[src/rtl/ntt_pkg.sv]
// Shared NTT datapath definitions: default modulus, widths and
// the Montgomery constant helper used by the multiplier pipeline.
package ntt_pkg;

    localparam int unsigned NTT_Q          = 3329;
    localparam int unsigned NTT_DATA_WIDTH = 12;
    localparam int unsigned NTT_TAG_WIDTH  = 8;

    // Stage bundle for the default datapath width; modules with
    // other widths declare the same layout locally.
    typedef struct packed {
        logic                      valid;
        logic [NTT_DATA_WIDTH-1:0] a;
        logic [NTT_DATA_WIDTH-1:0] b;
        logic [NTT_DATA_WIDTH:0]   t;
        logic [NTT_TAG_WIDTH-1:0]  tag;
    } mo_mul_stage_t;

    // -q^-1 mod 2^r_bits for odd q. Newton iteration doubles the
    // number of correct low bits each pass, starting from 3 bits.
    function automatic int unsigned mont_qinv(
        input int unsigned q,
        input int unsigned r_bits
    );
        longint unsigned qq;
        longint unsigned inv;
        longint unsigned mask;
        qq   = 64'(q);
        inv  = qq;
        for (int i = 0; i < 5; i++) begin
            inv = inv * (64'd2 - qq * inv);
        end
        mask = (64'd1 << r_bits) - 64'd1;
        return 32'((~inv + 64'd1) & mask);
    endfunction

endpackage

[src/rtl/mo_mul_stage.sv]
// One radix-2^R_BITS Montgomery step: folds digit IDX of b into
// the accumulator and registers the bundle when the pipe advances.
module mo_mul_stage
    import ntt_pkg::*;
#(
    parameter int unsigned WIDTH     = NTT_DATA_WIDTH,
    parameter int unsigned Q         = NTT_Q,
    parameter int unsigned R_BITS    = 1,
    parameter int unsigned TAG_WIDTH = NTT_TAG_WIDTH,
    parameter int unsigned IDX       = 0
) (
    input  logic                 clk,
    input  logic                 rst_n,
    input  logic                 en,
    input  logic                 valid_i,
    input  logic [WIDTH-1:0]     a_i,
    input  logic [WIDTH-1:0]     b_i,
    input  logic [WIDTH:0]       t_i,
    input  logic [TAG_WIDTH-1:0] tag_i,
    output logic                 valid_o,
    output logic [WIDTH-1:0]     a_o,
    output logic [WIDTH-1:0]     b_o,
    output logic [WIDTH:0]       t_o,
    output logic [TAG_WIDTH-1:0] tag_o
);

    localparam int unsigned AW = WIDTH + R_BITS + 2;
    localparam logic [R_BITS-1:0] QINV =
        R_BITS'(mont_qinv(Q, R_BITS));
    localparam logic [AW-1:0] QW = AW'(Q);

    logic [R_BITS-1:0]    d;
    logic [AW-1:0]        u;
    logic [R_BITS-1:0]    m;
    logic [AW-1:0]        s;
    logic [WIDTH:0]       t_d;

    logic                 valid_q;
    logic [WIDTH-1:0]     a_q;
    logic [WIDTH-1:0]     b_q;
    logic [WIDTH:0]       t_q;
    logic [TAG_WIDTH-1:0] tag_q;

    // t' = (t + d*a + m*Q) / 2^R with m chosen to clear the low digit
    always_comb begin
        d   = b_i[IDX*R_BITS +: R_BITS];
        u   = AW'(t_i) + AW'(d) * AW'(a_i);
        m   = u[R_BITS-1:0] * QINV;
        s   = u + AW'(m) * QW;
        t_d = (WIDTH+1)'(s >> R_BITS);
    end

    // stage occupancy bit, the only control state in the stage
    always_ff @(posedge clk or negedge rst_n) begin
        if (!rst_n) begin
            valid_q <= 1'b0;
        end else if (en) begin
            valid_q <= valid_i;
        end
    end

    // data only moves for real transactions to keep bubbles quiet
    always_ff @(posedge clk) begin
        if (en && valid_i) begin
            a_q   <= a_i;
            b_q   <= b_i;
            t_q   <= t_d;
            tag_q <= tag_i;
        end
    end

    assign valid_o = valid_q;
    assign a_o     = a_q;
    assign b_o     = b_q;
    assign t_o     = t_q;
    assign tag_o   = tag_q;

endmodule

[src/rtl/mo_mul_pipe.sv]
// Pipelined Montgomery multiplier: result = a*b*2^-WIDTH mod Q,
// one operand pair per enabled cycle, tag carried alongside.
module mo_mul_pipe
    import ntt_pkg::*;
#(
    parameter int unsigned WIDTH     = NTT_DATA_WIDTH,
    parameter int unsigned Q         = NTT_Q,
    parameter int unsigned R_BITS    = 1,
    parameter int unsigned TAG_WIDTH = NTT_TAG_WIDTH
) (
    input  logic                 clk,
    input  logic                 rst_n,
    input  logic                 en,
    input  logic                 in_valid,
    input  logic [WIDTH-1:0]     a,
    input  logic [WIDTH-1:0]     b,
    input  logic [TAG_WIDTH-1:0] in_tag,
    output logic                 out_valid,
    output logic [WIDTH-1:0]     result,
    output logic [TAG_WIDTH-1:0] out_tag
);

    localparam int unsigned STAGES = WIDTH / R_BITS;
    localparam logic [WIDTH:0] QE = (WIDTH+1)'(Q);

    typedef struct packed {
        logic                 valid;
        logic [WIDTH-1:0]     a;
        logic [WIDTH-1:0]     b;
        logic [WIDTH:0]       t;
        logic [TAG_WIDTH-1:0] tag;
    } stage_t;

    if (WIDTH % R_BITS != 0) begin : g_bad_radix
        $error("mo_mul_pipe: WIDTH must be a multiple of R_BITS");
    end
    if (Q % 2 == 0) begin : g_bad_q
        $error("mo_mul_pipe: Q must be odd");
    end

    stage_t [STAGES:0] pipe;

    assign pipe[0].valid = in_valid;
    assign pipe[0].a     = a;
    assign pipe[0].b     = b;
    assign pipe[0].t     = '0;
    assign pipe[0].tag   = in_tag;

    for (genvar g = 0; g < STAGES; g++) begin : g_stage
        mo_mul_stage #(
            .WIDTH    (WIDTH),
            .Q        (Q),
            .R_BITS   (R_BITS),
            .TAG_WIDTH(TAG_WIDTH),
            .IDX      (g)
        ) u_stage (
            .clk    (clk),
            .rst_n  (rst_n),
            .en     (en),
            .valid_i(pipe[g].valid),
            .a_i    (pipe[g].a),
            .b_i    (pipe[g].b),
            .t_i    (pipe[g].t),
            .tag_i  (pipe[g].tag),
            .valid_o(pipe[g+1].valid),
            .a_o    (pipe[g+1].a),
            .b_o    (pipe[g+1].b),
            .t_o    (pipe[g+1].t),
            .tag_o  (pipe[g+1].tag)
        );
    end

    // operand copies leaving the last stage have no consumer
    logic unused_tail;
    assign unused_tail = ^{pipe[STAGES].a, pipe[STAGES].b};

    logic [WIDTH:0]       t_fin;
    logic [WIDTH-1:0]     result_d;
    logic                 out_valid_q;
    logic [WIDTH-1:0]     result_q;
    logic [TAG_WIDTH-1:0] out_tag_q;

    // t < 2Q, so one conditional subtract fully reduces
    always_comb begin
        t_fin = pipe[STAGES].t;
        if (t_fin >= QE) begin
            result_d = WIDTH'(t_fin - QE);
        end else begin
            result_d = WIDTH'(t_fin);
        end
    end

    // output register; result/tag change only on a valid landing
    always_ff @(posedge clk or negedge rst_n) begin
        if (!rst_n) begin
            out_valid_q <= 1'b0;
            result_q    <= '0;
            out_tag_q   <= '0;
        end else if (en) begin
            out_valid_q <= pipe[STAGES].valid;
            if (pipe[STAGES].valid) begin
                result_q  <= result_d;
                out_tag_q <= pipe[STAGES].tag;
            end
        end
    end

    assign out_valid = out_valid_q;
    assign result    = result_q;
    assign out_tag   = out_tag_q;

endmodule

[config.mk]
export PLATFORM = sky130hd
export DESIGN_NAME = mo_mul_pipe
export DESIGN_NICKNAME = d
export VERILOG_FILES = /design/src/rtl/ntt_pkg.sv /design/src/rtl/mo_mul_stage.sv /design/src/rtl/mo_mul_pipe.sv
export SDC_FILE = /design/constraint.sdc
export NUM_CORES = 1
export LEC_CHECK = 0
export BUFFER_PORTS_ARGS = -buffer_cell sky130_fd_sc_hd__buf_4
export CORE_MARGIN = 5
export CORE_UTILIZATION = 38
export CTS_CLUSTER_DIAMETER = 80
export DETAILED_ROUTE_END_ITERATION = 16
export GPL_ROUTABILITY_DRIVEN = 0
export SLEW_MARGIN = 20
export SYNTH_ARGS = -nofsm -noshare
export SYNTH_HDL_FRONTEND = slang
export SYNTH_HIERARCHICAL = 1
export SYNTH_SLANG_ARGS = --single-unit
[constraint.sdc]
create_clock -name clk -period 3.56 [get_ports clk]
set_input_delay 0.712 -clock clk [delete_from_list [all_inputs] [get_ports clk]]
set_output_delay 0.712 -clock clk [all_outputs]
set_load 0.03 [all_outputs]
Word level (Yosys, flattened, before mapping)
Index checks and enable logic that the tools add are counted.
{ "word_totals": {"register_bits": 549, "inputBits": 36, "output_inout_bits": 21, "elab_cells": 124} }
{ "classes": {"n_addsub": 24, "mul": 24, "n_lt_le_gt_ge": 1, "mux": 1, "reduce_logical": 13} }
{ "op_table": {"columns": ["cell", "count"], "rows": [
  ["adder 13 x 13 -> 14 bit", 12],
  ["multiplier 1 x 12 -> 13 bit", 12],
  ["multiplier 1 x 12 -> 13 bit (second input constant)", 12],
  ["adder 14 x 13 -> 14 bit", 11],
  ["greater-or-equal comparator 13 x 12 -> 1 bit (second input constant)", 1],
  ["logical AND 1 bit", 12],
  ["2-to-1 mux 12 bit", 1],
  ["subtractor 12 bit (second input constant)", 1],
  ["AND reduction 2 bit", 1]
]} }

Logic depth before layout (Yosys ltp)
Gate-level depths: netlist of run 1.
{ "depth": {"depth_word": 4, "ltp_mapped": 16, "mapped_depth_nobuf": 15} }

By module
The synthesis of run 1 kept the hierarchy.
{ "modules_own_cells": {"columns": ["mod", "instances", "cells_each", "area_per_inst_um2", "seq_area_each_um2"], "rows": [
  ["mo_mul_stage (g_stage[0].u_stage ...)", 10, 179, 2427.3, 1376.3],
  ["mo_mul_stage (g_stage[11].u_stage)", 1, 181, 2429.8, 1376.3],
  ["mo_mul_stage (g_stage[9].u_stage)", 1, 180, 2369.8, 1376.3],
  ["mo_mul_pipe", 1, 143, 1217.4, 525.5]
]} }

Worst setup path after synthesis of run 1
No wires, ideal clock.
{ "synth_timing": {"path_kind": "reg-to-reg", "startpoint": "reg g_stage[9].u_stage.b_q[10]", "endpoint": "reg g_stage[10].u_stage.t_q[12], data pin", "setup_time_ns": 0.170, "arrival_time_ns": 3.669, "t_required_ns": 3.390, "slack_ns": -0.279, "path_stages_with_launch": 17, "path_buffers": 1, "period_less_slack_ns": 3.839, "path_cell_list": "edfxtp_1 clkbuf_1 and2_1 ha_1 fa_1 a21o_1 a221o_2 nand2_1 nand2b_1 a21oi_1 xnor2_1 ha_1 and2_1 nand3b_4 or4_4 and3_4 o32ai_2"} }
{ "synth_between": {"elab_chain_cells": 4} }
{ "synth_lines": {"columns": ["item", "line", "source"], "rows": [
  ["start, declared", "mo_mul_stage.sv:40", "logic [WIDTH-1:0] b_q;"],
  ["start signal, assigned", "mo_mul_stage.sv:66", "b_q <= b_i;"],
  ["multiplier 1 x 12 -> 13 bit *", "mo_mul_stage.sv:47", "u = AW'(t_i) + AW'(d) * AW'(a_i);"],
  ["adder 13 x 13 -> 14 bit *", "mo_mul_stage.sv:47", null],
  ["multiplier 1 x 12 -> 13 bit", "mo_mul_stage.sv:49", "s = u + AW'(m) * QW;"],
  ["adder 14 x 13 -> 14 bit *", "mo_mul_stage.sv:49", null],
  ["named net g_stage[10].u_stage.s[13]", "mo_mul_stage.sv:35", "logic [AW-1:0] s;"],
  ["end signal, assigned", "mo_mul_stage.sv:67", "t_q <= t_d;"],
  ["end, declared", "mo_mul_stage.sv:41", "logic [WIDTH:0] t_q;"]
]} }
Mark *: on every way through the listed nets, which the timed path passes. The rest lies on a longest branch.
A chain may end at the register's enable or synchronous reset.

Worst setup path in the final report of run 1
{ "layout_timing": {"startpoint": "reg g_stage[4].u_stage.b_q[5]", "endpoint": "reg g_stage[5].u_stage.t_q[12], data pin"} }
{ "layout_between": {"elab_chain_cells": 4} }
{ "layout_lines": {"columns": ["item", "line"], "rows": [
  ["start, declared", "mo_mul_stage.sv:40"],
  ["start signal, assigned", "mo_mul_stage.sv:66"],
  ["multiplier 1 x 12 -> 13 bit *", "mo_mul_stage.sv:47"],
  ["adder 13 x 13 -> 14 bit *", "mo_mul_stage.sv:47"],
  ["multiplier 1 x 12 -> 13 bit", "mo_mul_stage.sv:49"],
  ["adder 14 x 13 -> 14 bit *", "mo_mul_stage.sv:49"],
  ["named net g_stage[5].u_stage.s[13]", "mo_mul_stage.sv:35"],
  ["end signal, assigned", "mo_mul_stage.sv:67"],
  ["end, declared", "mo_mul_stage.sv:41"]
]} }
Marks and branches as above.

==> results of run 1 <==
## through the flow
| stage | cell area (sq um) | setup TNS, ns |
|---|---|---|
| floorplan | 27900 | 0 |
| global placement | 30200 | -0.314 |
| detailed placement | 30200 | -0.894 |
| CTS | 32300 | -0.0806 |
| global route | 32600 | -1.37 |
| finish | 32600 | -0.0704 |
## final cells by class
type | instances | area share [%]
tap | 950 | 3.65
clock buffer | 60 | 4.15
inverter | 54 | 0.622
sequential | 483 | 44.0
clock inverter | 37 | 1.52
multi-input combinational | 1662 | 41.6
timing repair buffer | 191 | 4.45
## worst max-delay path by stage
stage / startpoint / to
floorplan: g_stage[9].u_stage/b_o[10] / g_stage[10].u_stage/t_o[12]
global placement: g_stage[0].u_stage/b_o[1] / g_stage[1].u_stage/t_o[12]
detailed placement: g_stage[0].u_stage/b_o[1] / g_stage[1].u_stage/t_o[12]
CTS: g_stage[3].u_stage/a_o[0] / g_stage[4].u_stage/t_o[12]
global route: g_stage[0].u_stage/b_o[1] / g_stage[1].u_stage/t_o[12]
finish: g_stage[4].u_stage/b_o[5] / g_stage[5].u_stage/t_o[12]
## flip-flops by register name, indices dropped and copies added (netlist names)
signal                   cells
g_stage.u_stage/tag_o       96
g_stage.u_stage/valid_o     12
out_valid                    1
g_stage.u_stage/a_o        132
g_stage.u_stage/b_o         66
result                      12
out_tag                      8
g_stage.u_stage/t_o        156
## report_power, final
group          total [mW]  internal [mW]  switching (mW)
Sequential           8.95           8.27           0.675
Combinational        13.3           6.13            7.13
Clock                5.79           3.54            2.26
## layer usage
layer | vias up | wire, um | global-route usage [%]
li1 | 8822 | - | -
met4 | 0 | 1360 | 3.95
met5 | - | 0 | 0
met2 | 249 | 25700 | 22.9
met1 | 8595 | 24500 | 17.7
met3 | 93 | 1730 | 1.96
## cell usage in the layout (no fill, tap or decap), types with 46 or more instances in the layout
cell type / count
edfxtp_1: 450
clkbuf_16: 53
nand2_1: 146
ha_1: 180
a21oi_1: 64
inv_1: 54
and2_1: 144
xor2_1: 98
nor2_1: 122
buf_4: 185
xnor2_1: 120
o21ai_0: 47
nor3_1: 46
## worst max-delay path, cell delays in order (launching register included)
cell and delay [ns]:
edfxtp_1 0.41, and2_4 0.19, ha_4 0.16, fa_2 0.35
a21o_1 0.16, a221o_2 0.38, nand2_2 0.10, nand2b_1 0.08
a21oi_2 0.13, xnor2_1 0.09, ha_1 0.30, and2_4 0.16
nand3b_4 0.07, or4_4 0.44, and3_4 0.17, o32ai_2 0.22
## repair_timing
action	in CTS	in global routing
hold buffers	0	0
setup endpoints to repair	16	28
gates resized for setup	34	47
setup buffers	11	10
pin swaps	20	30
==> flow_summary.toml, run 1 <==
[cells_and_area]
syn_to_final_growth_pct = 18.1
multi_input_area_sq_mm = 0.0135
diodes = 0
stdcell_count = 3437
nets = 2686
seqCellArea_sq_mm = 0.0143
fillers = 6391
post-route-util_pct = 45.4
layout-drive-gt1-share_pct = 21.1

[drt]
drt-initial-drc-count = 1043
dr.pass1.iters = 5
drt-vias-per-instance = 5.17
antenna_left = 0
vias = 17800
routed_wirelength_um = 53300
post-route-drc-count = 0
wl_per_cell_um = 15.5

[run]
drv_cap = 0

[grt]
grt.overflow.total = 0
first_global_vias = 17800
grt_max_degree = 45
antenna_found_initial = 0
grt_pass1_wl_um = 88300
grt_util_all_layers_pct = 13.3

[synth]
synthCells = 2204
synth_warnings = 6
netlist_area_sq_mm = 0.0276
synth.avg_cell_area_sq_um = 12.5

[setup_path]
rr_endpoint = "g_stage[5].u_stage/t_o[12]"
cp.arrival_ns = 4.01
regToRegSetupSlack_ns = -0.04
criticalPathCategory = "register to register"
r2r-start = "g_stage[4].u_stage/b_o[5]"
r2r_cells = 15
end_kind = "register"
cp_max_fo = 2
crit_required_ns = 3.96
start_kind = "register"

[cts]
cts_tree = "done"
clock_path_buffers = 3
htreeDepth = 2
clock-sinks = 483
root_buffer = "clkbuf_16"
cts.reportedPaths.clkPinSlew_ns = 0.06
numCtsBuffers = 52
worst_skew_pair.late_latency_ns = 0.60

[status]
outcome = "complete, but fails checks"
failed_checks = "setup timing"

[pwr]
powerDensity_mw_per_mm2 = 859
p_total_mw = 28.0
ir_drop_mv = 0.494
p_leak_nw = 12.5

[timing]
max_freq_ghz = 0.278
period_minus_slack_ns = 3.60
slew_violations = 0
finalSetupViolCount = 4
postLayoutSetupSlackWorst_ns = -0.0435
period_share_pct = 101
hold_viol_final = 0
max_slew_margin_pct = 34.6
worst_pin_slew_ns = 0.980
whs_ns = 0.0426
fin_worst_skew_ns = 0.0192
rsz0062_at_grt = "true"

[die]
start_util_pct = 38.5
die_height_um = 279
die_x_um = 279
num_rows = 98
dieArea_sq_mm = 0.0781
ioPinCount = 57
coreArea_sq_mm = 0.0717

[place]
hpwl_um = 40500
io_buffers = 56
dpl_worst_slack_ns = -0.146
dpl.cell_count = 3319

[hold_path]
min_path_type = "input port to asynchronous set/reset pin"
Note: power is estimated with default switching activity, not from simulation.
==> run 2, diff against run 1 <==
- CORE_UTILIZATION: 38 -> 49
- CTS_BUF_LIST: default -> sky130_fd_sc_hd__clkbuf_8
- PLACE_DENSITY: default -> 0.67
==> flow_summary.toml, run 2 (synthesized netlist as in run 1, its figures left out) <==
[grt]
grt_util_all_layers_pct = 17.2
first_global_vias = 17600
antenna_found_initial = 0
grt_max_degree = 44
grt.overflow.total = 0
grt_pass1_wl_um = 86600

[setup_path]
cp.arrival_ns = 4.03
path_buf_inv = 0
cp_max_fo = 2
regToRegSetupSlack_ns = -0.02
end_kind = "register"
cp_common_cell = "and2_4"
criticalPathCategory = "register to register"
start_kind = "register"
slowest_delay_ns = 0.44
crit_required_ns = 4.01
path_cells = "and2_4 -> ha_4 -> fa_2 -> a21o_1 -> a221o_2 -> nand2_2 -> nand2b_1 -> a21oi_2 -> xnor2_1 -> ha_1 -> and2_4 -> nand3b_4 -> or4_4 -> and3_4 -> o32ai_2"
crit_family = "simple AND/OR/NAND/NOR gates"
cp_slowest_cell = "or4_4"

[cells_and_area]
stdcell_count = 3281
syn_to_final_growth_pct = 15.8
layout-drive-gt1-share_pct = 21.1
final_common_cell = "edfxtp_1"
mostFrequentLayoutCells = "edfxtp_1 (450), ha_1 (182), buf_4 (171), nand2_1 (146), and2_1 (144)"
nets = 2700
largest_reg_flops = 156
post-route-util_pct = 57.0
diodes = 0

[cts]
cts.reportedPaths.clkPinSlew_ns = 0.06
clock_path_buffers = 3
worst_skew_pair.late_latency_ns = 0.65
cts_tree = "done"
clock-sinks = 483
htreeDepth = 3
numCtsBuffers = 81
root_buffer = "clkbuf_8"

[drt]
post-route-drc-count = 0
drt-initial-drc-count = 927
vias = 17800
routed_wirelength_um = 53000
wl_per_cell_um = 16.2
dr.pass1.iters = 5
drt-vias-per-instance = 5.44
antenna_left = 0

[timing]
period_minus_slack_ns = 3.58
finalSetupViolCount = 1
worst_pin_slew_ns = 1.07
fin_worst_skew_ns = 0.0244
rsz0062_at_grt = "true"
max_freq_ghz = 0.279
period_share_pct = 101
max_slew_margin_pct = 28.8
postLayoutSetupSlackWorst_ns = -0.0215
slew_violations = 0
fin_tns_setup_ns = -0.0215
hold_viol_final = 0

[die]
ioPinCount = 57
die_x_um = 247
num_rows = 87
dieArea_sq_mm = 0.0611
coreArea_sq_mm = 0.0561
start_util_pct = 49.2
die_height_um = 247

[place]
hpwl_um = 39700
dpl.cell_count = 3110
dpl_worst_slack_ns = -0.0866
io_buffers = 56

[hold_path]
min_path_type = "input port to register"

[run]
drv_cap = 0

[pwr]
p_total_mw = 26.7
powerDensity_mw_per_mm2 = 837
p_leak_nw = 12.5
ir_drop_mv = 0.397

[status]
outcome = "complete, but fails checks"
failed_checks = "setup timing"
-- run 2: worst reg2reg max path: stages (launching register included) --
cell	delay, ns
edfxtp_1	0.42
and2_4	0.18
ha_4	0.17
fa_2	0.36
a21o_1	0.16
a221o_2	0.37
nand2_2	0.10
nand2b_1	0.07
a21oi_2	0.13
xnor2_1	0.09
ha_1	0.30
and2_4	0.16
nand3b_4	0.07
or4_4	0.44
and3_4	0.17
o32ai_2	0.21
-- run 2: cell type report --
cell class / count / area (sq um)
Fill cell: 4536 / 24100
Multi-Input combinational cell: 1662 / 13500
Tap cell: 756 / 946
Inverter: 54 / 203
Sequential cell: 483 / 14300
Timing Repair Buffer: 176 / 1340
Clock buffer: 87 / 1200
Clock inverter: 63 / 388
-- run 2: worst paths after layout --
kind | startpoint | to | cells past startpoint
max | g_stage[4].u_stage/a_o[0] | g_stage[5].u_stage/t_o[12] | 15
max in group asynchronous | rst_n | g_stage[11].u_stage/valid_o | 2
max reg2reg | g_stage[4].u_stage/a_o[0] | g_stage[5].u_stage/t_o[12] | 15
min in group asynchronous | rst_n | result[1] | 2
min reg2reg | g_stage[10].u_stage/tag_o[5] | g_stage[11].u_stage/tag_o[5] | 0
min | in_tag[0] | g_stage[0].u_stage/tag_o[0] | 1
-- run 2: repair_timing --
item	CTS	global route
resized for setup	31	49
setup buffers	8	12
pin swaps	12	33
setup endpoints to repair	9	27
hold buffers	1	0
hold endpoints to repair	33	0
-- run 2: where the power goes --
part,internal [mW],switching [mW]
logic,5.97,7.06
registers,8.28,0.683
clock network,2.56,2.19
total,16.8,9.93
-- run 2: stage by stage --
stage	cell area (sq um)	hold slack (ns)
2_1_floorplan	27900	0.400
3_3_place_gp	29900	0.401
3_5_place_dp	29900	0.405
4_1_cts	31700	0.165
5_1_grt	31900	0.178
6_report	31900	0.241
-- run 2: metal layers --
layer / vias to the layer above / share of wire (%) / global-route usage [%] / wire [um]
li1: 8878 / - / - / -
met5: - / 0 / 0 / 0
met1: 8581 / 46 / 22.9 / 24100
met4: 0 / 2.6 / 5.01 / 1400
met3: 104 / 3.2 / 3.07 / 1710
met2: 271 / 49 / 29.0 / 25800
